$ cat src/rtl/cache_miss_sequencer_if.sv
// rtl/cache_miss_sequencer_if.sv - miss request, victim and bus-beat signals of the miss sequencer
interface cache_miss_sequencer_if #(
  parameter int NUMWAYS      = 4,
  parameter int BEATSPERLINE = 4
);
  localparam int BW = $clog2(BEATSPERLINE);

  logic               Miss;
  logic               StoreMiss;
  logic               FlushStage;
  logic [NUMWAYS-1:0] VictimWay;
  logic               VictimDirty;
  logic               BusBeatAck;
  logic               BusErr;
  logic               LRUWriteEn;
  logic [NUMWAYS-1:0] SelWay;
  logic               BusWrite;
  logic               BusRead;
  logic [BW-1:0]      BeatIdx;
  logic               FillWriteEn;
  logic               SetValid;
  logic               SetDirty;
  logic               ClearDirty;
  logic               CacheStall;
  logic               MissDone;
  logic               MissErr;

  modport master (
    output Miss, StoreMiss, FlushStage, VictimWay, VictimDirty, BusBeatAck, BusErr,
    input  LRUWriteEn, SelWay, BusWrite, BusRead, BeatIdx, FillWriteEn,
           SetValid, SetDirty, ClearDirty, CacheStall, MissDone, MissErr
  );

  modport slave (
    input  Miss, StoreMiss, FlushStage, VictimWay, VictimDirty, BusBeatAck, BusErr,
    output LRUWriteEn, SelWay, BusWrite, BusRead, BeatIdx, FillWriteEn,
           SetValid, SetDirty, ClearDirty, CacheStall, MissDone, MissErr
  );
endinterface

$ cat src/rtl/cache_miss_sequencer.sv
// rtl/cache_miss_sequencer.sv - cache miss FSM: optional write-back, line fill, tag/LRU update
module cache_miss_sequencer #(
  parameter int NUMWAYS      = 4,
  parameter int BEATSPERLINE = 4
) (
  input  logic                   clk,
  input  logic                   reset_n,
  cache_miss_sequencer_if.slave  bus
);
  localparam int            BW        = $clog2(BEATSPERLINE);
  localparam logic [BW-1:0] LAST_BEAT = BW'(BEATSPERLINE - 1);

  typedef enum logic [1:0] {READY, WRITEBACK, FILL, UPDATE} state_t;

  state_t             state_q, state_d;
  logic [BW-1:0]      beat_q, beat_d;
  logic [NUMWAYS-1:0] sel_q, sel_d;
  logic               store_q, store_d;

  logic start, bus_write, bus_read, fill_we, set_valid, lru_we, miss_done, miss_err;

  always_ff @(posedge clk) begin
    if (!reset_n) begin
      state_q <= READY;
      beat_q  <= '0;
      sel_q   <= '0;
      store_q <= 1'b0;
    end else begin
      state_q <= state_d;
      beat_q  <= beat_d;
      sel_q   <= sel_d;
      store_q <= store_d;
    end
  end

  always_comb begin
    state_d   = state_q;
    beat_d    = beat_q;
    sel_d     = sel_q;
    store_d   = store_q;
    start     = 1'b0;
    bus_write = 1'b0;
    bus_read  = 1'b0;
    fill_we   = 1'b0;
    set_valid = 1'b0;
    lru_we    = 1'b0;
    miss_done = 1'b0;
    miss_err  = 1'b0;
    case (state_q)
      READY: begin
        if (bus.Miss && !bus.FlushStage) begin
          start   = 1'b1;
          sel_d   = bus.VictimWay;
          store_d = bus.StoreMiss;
          beat_d  = '0;
          state_d = bus.VictimDirty ? WRITEBACK : FILL;
        end
      end
      WRITEBACK: begin
        bus_write = 1'b1;
        if (bus.BusErr) begin
          miss_err = 1'b1;
          beat_d   = '0;
          state_d  = READY;
        end else if (bus.BusBeatAck) begin
          beat_d = beat_q + BW'(1);
          if (beat_q == LAST_BEAT) state_d = FILL;
        end
      end
      FILL: begin
        bus_read = 1'b1;
        // An erroring beat is never written into the data array, even if acked.
        if (bus.BusErr) begin
          miss_err = 1'b1;
          beat_d   = '0;
          state_d  = READY;
        end else if (bus.BusBeatAck) begin
          fill_we = 1'b1;
          beat_d  = beat_q + BW'(1);
          if (beat_q == LAST_BEAT) state_d = UPDATE;
        end
      end
      UPDATE: begin
        set_valid = 1'b1;
        lru_we    = 1'b1;
        miss_done = 1'b1;
        state_d   = READY;
      end
      default: state_d = READY;
    endcase
  end

  // Every output is forced low while reset_n is held, whatever state is registered.
  assign bus.LRUWriteEn  = reset_n & lru_we;
  assign bus.SelWay      = reset_n ? sel_q : '0;
  assign bus.BusWrite    = reset_n & bus_write;
  assign bus.BusRead     = reset_n & bus_read;
  assign bus.BeatIdx     = reset_n ? beat_q : '0;
  assign bus.FillWriteEn = reset_n & fill_we;
  assign bus.SetValid    = reset_n & set_valid;
  assign bus.SetDirty    = reset_n & set_valid & store_q;
  assign bus.ClearDirty  = reset_n & set_valid & ~store_q;
  assign bus.CacheStall  = reset_n & (start | (state_q != READY));
  assign bus.MissDone    = reset_n & miss_done;
  assign bus.MissErr     = reset_n & miss_err;
endmodule
$ cat src/flat_wrapper.sv
// flat-port wrapper written by rule: the top's interface ports become plain ports
module cache_miss_sequencer_flat 
#(
  parameter int NUMWAYS      = 4,
  parameter int BEATSPERLINE = 4
)
  (clk, reset_n, bus_Miss, bus_StoreMiss, bus_FlushStage, bus_VictimWay, bus_VictimDirty, bus_BusBeatAck, bus_BusErr, bus_LRUWriteEn, bus_SelWay, bus_BusWrite, bus_BusRead, bus_BeatIdx, bus_FillWriteEn, bus_SetValid, bus_SetDirty, bus_ClearDirty, bus_CacheStall, bus_MissDone, bus_MissErr);
  cache_miss_sequencer_if #(.NUMWAYS(NUMWAYS), .BEATSPERLINE(BEATSPERLINE)) bus_i ();
  input  logic clk;
  input  logic reset_n;
  input wire logic [$bits(bus_i.Miss)-1:0] bus_Miss;
  input wire logic [$bits(bus_i.StoreMiss)-1:0] bus_StoreMiss;
  input wire logic [$bits(bus_i.FlushStage)-1:0] bus_FlushStage;
  input wire logic [$bits(bus_i.VictimWay)-1:0] bus_VictimWay;
  input wire logic [$bits(bus_i.VictimDirty)-1:0] bus_VictimDirty;
  input wire logic [$bits(bus_i.BusBeatAck)-1:0] bus_BusBeatAck;
  input wire logic [$bits(bus_i.BusErr)-1:0] bus_BusErr;
  output wire logic [$bits(bus_i.LRUWriteEn)-1:0] bus_LRUWriteEn;
  output wire logic [$bits(bus_i.SelWay)-1:0] bus_SelWay;
  output wire logic [$bits(bus_i.BusWrite)-1:0] bus_BusWrite;
  output wire logic [$bits(bus_i.BusRead)-1:0] bus_BusRead;
  output wire logic [$bits(bus_i.BeatIdx)-1:0] bus_BeatIdx;
  output wire logic [$bits(bus_i.FillWriteEn)-1:0] bus_FillWriteEn;
  output wire logic [$bits(bus_i.SetValid)-1:0] bus_SetValid;
  output wire logic [$bits(bus_i.SetDirty)-1:0] bus_SetDirty;
  output wire logic [$bits(bus_i.ClearDirty)-1:0] bus_ClearDirty;
  output wire logic [$bits(bus_i.CacheStall)-1:0] bus_CacheStall;
  output wire logic [$bits(bus_i.MissDone)-1:0] bus_MissDone;
  output wire logic [$bits(bus_i.MissErr)-1:0] bus_MissErr;
  assign bus_i.Miss = bus_Miss;
  assign bus_i.StoreMiss = bus_StoreMiss;
  assign bus_i.FlushStage = bus_FlushStage;
  assign bus_i.VictimWay = bus_VictimWay;
  assign bus_i.VictimDirty = bus_VictimDirty;
  assign bus_i.BusBeatAck = bus_BusBeatAck;
  assign bus_i.BusErr = bus_BusErr;
  assign bus_LRUWriteEn = bus_i.LRUWriteEn;
  assign bus_SelWay = bus_i.SelWay;
  assign bus_BusWrite = bus_i.BusWrite;
  assign bus_BusRead = bus_i.BusRead;
  assign bus_BeatIdx = bus_i.BeatIdx;
  assign bus_FillWriteEn = bus_i.FillWriteEn;
  assign bus_SetValid = bus_i.SetValid;
  assign bus_SetDirty = bus_i.SetDirty;
  assign bus_ClearDirty = bus_i.ClearDirty;
  assign bus_CacheStall = bus_i.CacheStall;
  assign bus_MissDone = bus_i.MissDone;
  assign bus_MissErr = bus_i.MissErr;
  cache_miss_sequencer #(.NUMWAYS(NUMWAYS), .BEATSPERLINE(BEATSPERLINE)) u_core (.clk(clk), .reset_n(reset_n), .bus(bus_i));
endmodule
$ cat config.mk
export PLATFORM = sky130hd
export DESIGN_NAME = cache_miss_sequencer_flat
export DESIGN_NICKNAME = d
export VERILOG_FILES = /design/src/rtl/cache_miss_sequencer_if.sv /design/src/rtl/cache_miss_sequencer.sv /design/src/flat_wrapper.sv
export SDC_FILE = /design/constraint.sdc
export NUM_CORES = 1
export LEC_CHECK = 0
export ABC_AREA = 0
export BUFFER_PORTS_ARGS = -buffer_cell sky130_fd_sc_hd__buf_2
export CAP_MARGIN = 20
export CORE_AREA = 2 2 40 42
export CTS_CLUSTER_SIZE = 24
export DETAILED_ROUTE_END_ITERATION = 8
export DIE_AREA = 0 0 42 44
export HOLD_SLACK_MARGIN = 0.02
export PLACE_DENSITY = 0.8
export SLEW_MARGIN = 20
export SYNTH_ARGS = -nofsm -noshare
export SYNTH_HDL_FRONTEND = slang
export SYNTH_SLANG_ARGS = --single-unit
$ cat constraint.sdc
create_clock -name clk -period 2.6 [get_ports clk]
set_clock_uncertainty 0.2 [all_clocks]
set_input_delay 0.39 -clock clk [delete_from_list [all_inputs] [get_ports clk]]
set_output_delay 0.39 -clock clk [all_outputs]
set_load 0.03 [all_outputs]
; Word-level counts from Yosys, hierarchy flattened
; Index checks and enable logic that the tools add are counted.
[totals]
regBits = 9
in_bits = 12
out_inout_bits = 16
wordCells = 59
[op_classes]
add_sub_neg = 1
eq_ne = 10
mux = 25
bitwise = 10
reduce_logical = 9
[op_table]
columns = cell, n
row1 = two-way mux 2 bit, 12
row2 = two-way mux 1 bit, 10
row3 = bitwise AND 1 bit, 8
row4 = case mux 2 bit (4 select lines), 1
row5 = equality test 2 bit (second input constant), 3
row6 = != test 3 x 2 -> 1 bit (second input constant), 2
row7 = != test 3 bit (second input constant), 2
row8 = AND reduction 5 bit, 1
row9 = two-way mux 4 bit, 1
row10 = case mux 2 bit (2 select lines), 1
row11 = nonzero test 2 bit, 2
row12 = != test 3 x 1 -> 1 bit (second input constant), 1
row13 = AND reduction 3 bit, 1
row14 = adder 2 x 1 -> 2 bit (second input constant), 1
row15 = equality test 2 x 1 -> 1 bit (second input constant), 1
row16 = logical NOT 2 bit, 1
row17 = != test 2 x 1 -> 1 bit (second input constant), 1
row18 = AND reduction 2 bit, 1
row19 = OR reduction 2 bit, 1
row20 = logical AND 1 bit, 1
row21 = logical NOT 1 bit, 1
row22 = inverter 1 bit, 1
row23 = OR 1 bit, 1

; Depth between registers and ports, before layout
[depth]
ltp_word = 6
depth_mapped = 7
ltp_nobuf = 6

; Worst setup path after synthesis
; Ideal clock, no wire load.
[synth_path]
path_type = reg-to-output
start = reg u_core.state_q[0]
end = out bus_CacheStall
t_arrival_ns = 1.507
required_ns = 2.010
slack_ns = 0.503
path_stages_with_launch = 5
path_buffers = 1
cell_sequence = dfxtp_1 -> inv_1 -> ha_1 -> buf_2 -> a21boi_0
[synth_via]
elab_chain_cells = 4
word_cells_on_any_way = 5
cone_classes = 1 x mux / 2 x bitwise / 2 x reduce/logical
[synth_lines]
columns = item, line_no
row1 = from (decl), cache_miss_sequencer.sv:15  ; state_t state_q, state_d;
row2 = from (signal assigned), cache_miss_sequencer.sv:29  ; state_q <= state_d;
row3 = logical NOT 2 bit, cache_miss_sequencer.sv:49  ; case (state_q)
row4 = two-way mux 1 bit, cache_miss_sequencer.sv:49
row5 = OR 1 bit *, cache_miss_sequencer.sv:103  ; assign bus.CacheStall = reset_n & (start | (state_q != READY));
row6 = bitwise AND 1 bit *, cache_miss_sequencer.sv:103
row7 = to (decl), flat_wrapper.sv:27  ; output wire logic [$bits(bus_i.CacheStall)-1:0] bus_CacheStall;
; Mark *: on every way between the ends. The rest lies on a longest branch, timed or not.

; Worst setup path after layout
[layout_path]
start = reg u_core.state_q[0]
end = out bus_FillWriteEn
[layout_via]
elab_chain_cells = 3
[layout_lines]
columns = item, line_no
row1 = equality test 2 bit, cache_miss_sequencer.sv:49
row2 = two-way mux 1 bit, cache_miss_sequencer.sv:49
row3 = bitwise AND 1 bit, cache_miss_sequencer.sv:99  ; assign bus.FillWriteEn = reset_n & fill_we;
row4 = to (decl), flat_wrapper.sv:23  ; output wire logic [$bits(bus_i.FillWriteEn)-1:0] bus_FillWriteEn;
; No other way between the ends.

==> impl_results.md <==
* Status: completed
* Reg clk slew, reported paths at 60 ps
* Main synth FF type: dfxtp_1
* Per-cell routed wire length at 10.7 um
* Hold Crit Class: primary input to register
* Total global-route track usage at 14.3%
* Sequential Area at 180 um2
* Antenna diodes at 0
* Sequential element share of the synthesized area at 28.6%
* Most frequent cells after synthesis: 9 x dfxtp_1, 8 x and2_1, 6 x ha_1, 6 x mux2i_1, 6 x nor2b_1
* Power density cells at 794 mW/mm2
* Area of the multi-input gates at 405 um2
* Main combinational cell family by area after synthesis: simple AND/OR/NAND/NOR gates
* CP Launch Point: u_core.state_q[0]$_SDFFE_PN0P_
* Library cells used by synthesis at 28
* Syn Area/Cell at 9.12 um2
* XOR/XNOR share of the synthesized area at 0%
* Final Util at 55.1%
* Highest metal used: met4
* Worst slew margin at 76.2%
* Final setup fails at 0
* Final hold vios at 0
* Initial DRC Count at 3
* Number of synthesized flops with an enable pin at 0
* Worst Hold Depth at 3
* Non-Filler Instances at 111
* Crit path required time at 2010 ps
* Register-to-register setup slack at 910 ps
* Fin crit share at 81.1%
* # IOs at 28
* Post-CTS resize count at 0
* Max cap viols at 0
* Initial antenna violation count at 0
* Detail Placement HPWL at 955 um
* Root buffer cell: clkbuf_4
* Final wirelength at 1190 um
* Setup WS pre-CTS at 761 ps
* Crit Path Max Fanout at 5
* Largest area contributor in the netlist: dfxtp_1
* Hold WS at 192 ps
* Gpl congestion at 0.672
* F_max at 474 MHz
* P&R area growth vs syn at 24.3%
* Synth Area in Simple Gates at 29.4%
* Vias at 553
* R2R Path End: u_core.state_q[0]$_SDFFE_PN0P_
* Crit path time final at 2110 ps
* Adder-cell share of the synthesized area at 11.9%
* # DRC at 0
* Dpl cells at 107
* DR WL met2 at 587 um
* CTS buffer count at 3
* Top-count cell post-synth: dfxtp_1
* VDD IR max at 0.571 mV
* Die Width at 42 um
* Share of cells above drive strength 1 at 36.8%
* CTS Hold Bufs at 0
* Worst Tran Pin Value at 357 ps
* Synth top area cells: dfxtp_1 29%, ha_1 12%, mux2i_1 9.5%
* Unrepaired setup endpoints after global routing: no
* Fillers at 132
* CTS tree: done
* Post-synthesis async set-or-reset flop share at 0%
* Mux cell area share after synthesis at 9.54%
* Post-CTS Setup Bufs at 0
* CP startpoint kind: register
* Synth Area in Compound Gates at 13.5%
* First-pass GRT wire length at 2010 um
* Synth Register Bits at 9
* Metal1 wirelength at 526 um
* Leak at 0.467 nW
* IO Port Bufs at 27
* Share of the synthesized area in the top cell type at 28.6%
* Layout Nets at 114
* YS warnings at 0
* CP Capture Point: bus_FillWriteEn
* Slack of the critical path at 491 ps
* R2R depth at 6
* Htree depth at 1
* Syn Inst Count at 69
* CTS max path bufs at 2
* Crit Path Category: register to output pin
* TNS Setup at 0 ps
* Synthesized Nets at 87
* Pre-antenna DRT Iters at 4
* Worst skew pair latency at 250 ps
* CTS sink count at 9
* Vias per cell at 4.98
* Max-slew violations at 0
* Worst r2r src: u_core.state_q[0]$_SDFFE_PN0P_
* Die Ht at 44 um
* Antenna Nets Post-Route at 0
* Core area at 0.00142 mm2
* Met3 WL post-DR at 54 um
* Die ar. at 0.00185 mm2
* Worst setup EP type: output pin
* Largest net degree at the start of global routing at 23
* Mapped Area at 629 um2
* Critical Path AT at 1520 ps
* Initial core utilization at 44.4%
* Row Count at 14
* Vias in the first global route at 499
* Grt ovf at 0
-- cells in the final DEF, fill, tap and decap left out, drive strengths merged, types with 2 or more instances in the layout --
cell     n
and2     8
inv      4
nand2    5
dfxtp    9
and3     2
a21boi   2
clkbuf   4
nor2b    6
ha       6
o22ai    2
buf     27
nor2     2
mux2i    6
-- critical path, cell delays in order, from the launching register on --
cell and delay (ps):
dfxtp_1 420, inv_1 90, ha_1 230, and2_1 190, and3b_1 170, buf_2 170
-- state kept, by name (all words and copies together), names as in the netlist --
register,flops
u_core.beat_q,2
u_core.state_q,2
u_core.sel_q,4
u_core.store_q,1
-- worst min-delay path by stage --
| stage | startpoint | end | slack (ps) |
|---|---|---|---|
| after floorplan | u_core.sel_q[0]$_SDFFE_PN0P_ | u_core.sel_q[0]$_SDFFE_PN0P_ | 280 |
| after global placement | u_core.sel_q[0]$_SDFFE_PN0P_ | u_core.sel_q[0]$_SDFFE_PN0P_ | 290 |
| after detailed placement | u_core.sel_q[3]$_SDFFE_PN0P_ | u_core.sel_q[3]$_SDFFE_PN0P_ | 310 |
| after CTS | bus_VictimWay[3] | u_core.sel_q[3]$_SDFFE_PN0P_ | 180 |
| after global routing | bus_VictimWay[1] | u_core.sel_q[1]$_SDFFE_PN0P_ | 210 |
| final | bus_VictimWay[3] | u_core.sel_q[3]$_SDFFE_PN0P_ | 190 |
-- stage by stage --
| stage | power, mW | cell area, um2 |
|---|---|---|
| after CTS | 0.631 | 782 |
| final | 0.621 | 782 |
| after global routing | 0.672 | 782 |
| after floorplan | 0.455 | 629 |
| after detailed placement | 0.524 | 756 |
| after global placement | 0.515 | 756 |
-- cells by family (layout without fill, tap and decap cells) --
logic type / Yosys count / in the layout
adder cells (fa/ha/maj): 6 / 6
multiplexers: 6 / 6
AO/OA/AOI/OAI: 10 / 10
buffers and inverters: 9 / 35
AND/OR/NAND/NOR: 29 / 29
flip-flops: 9 / 9
-- area by class of cell --
cell class / instances / area share, %
inverters: 4 / 1.92
well taps: 16 / 2.56
flip-flops and latches: 9 / 23.0
multi-input cells: 51 / 51.8
clock buffers: 4 / 3.36
repair buffers: 27 / 17.3
-- per-layer routing --
metal,track usage (%),vias to the layer above
li1,-,288
met1,16.0,246
met2,24.4,17
met3,2.92,2
met4,9.68,0
met5,0,-
-- power breakdown --
group / switching [mW] / internal [mW] / total (mW) / leakage [nW]
Clock: 0.0438 / 0.0588 / 0.103 / 0.0150
Combinational: 0.193 / 0.134 / 0.327 / 0.379
Sequential: 0.0269 / 0.164 / 0.191 / 0.0734
Power figures use the tool's default switching activity.
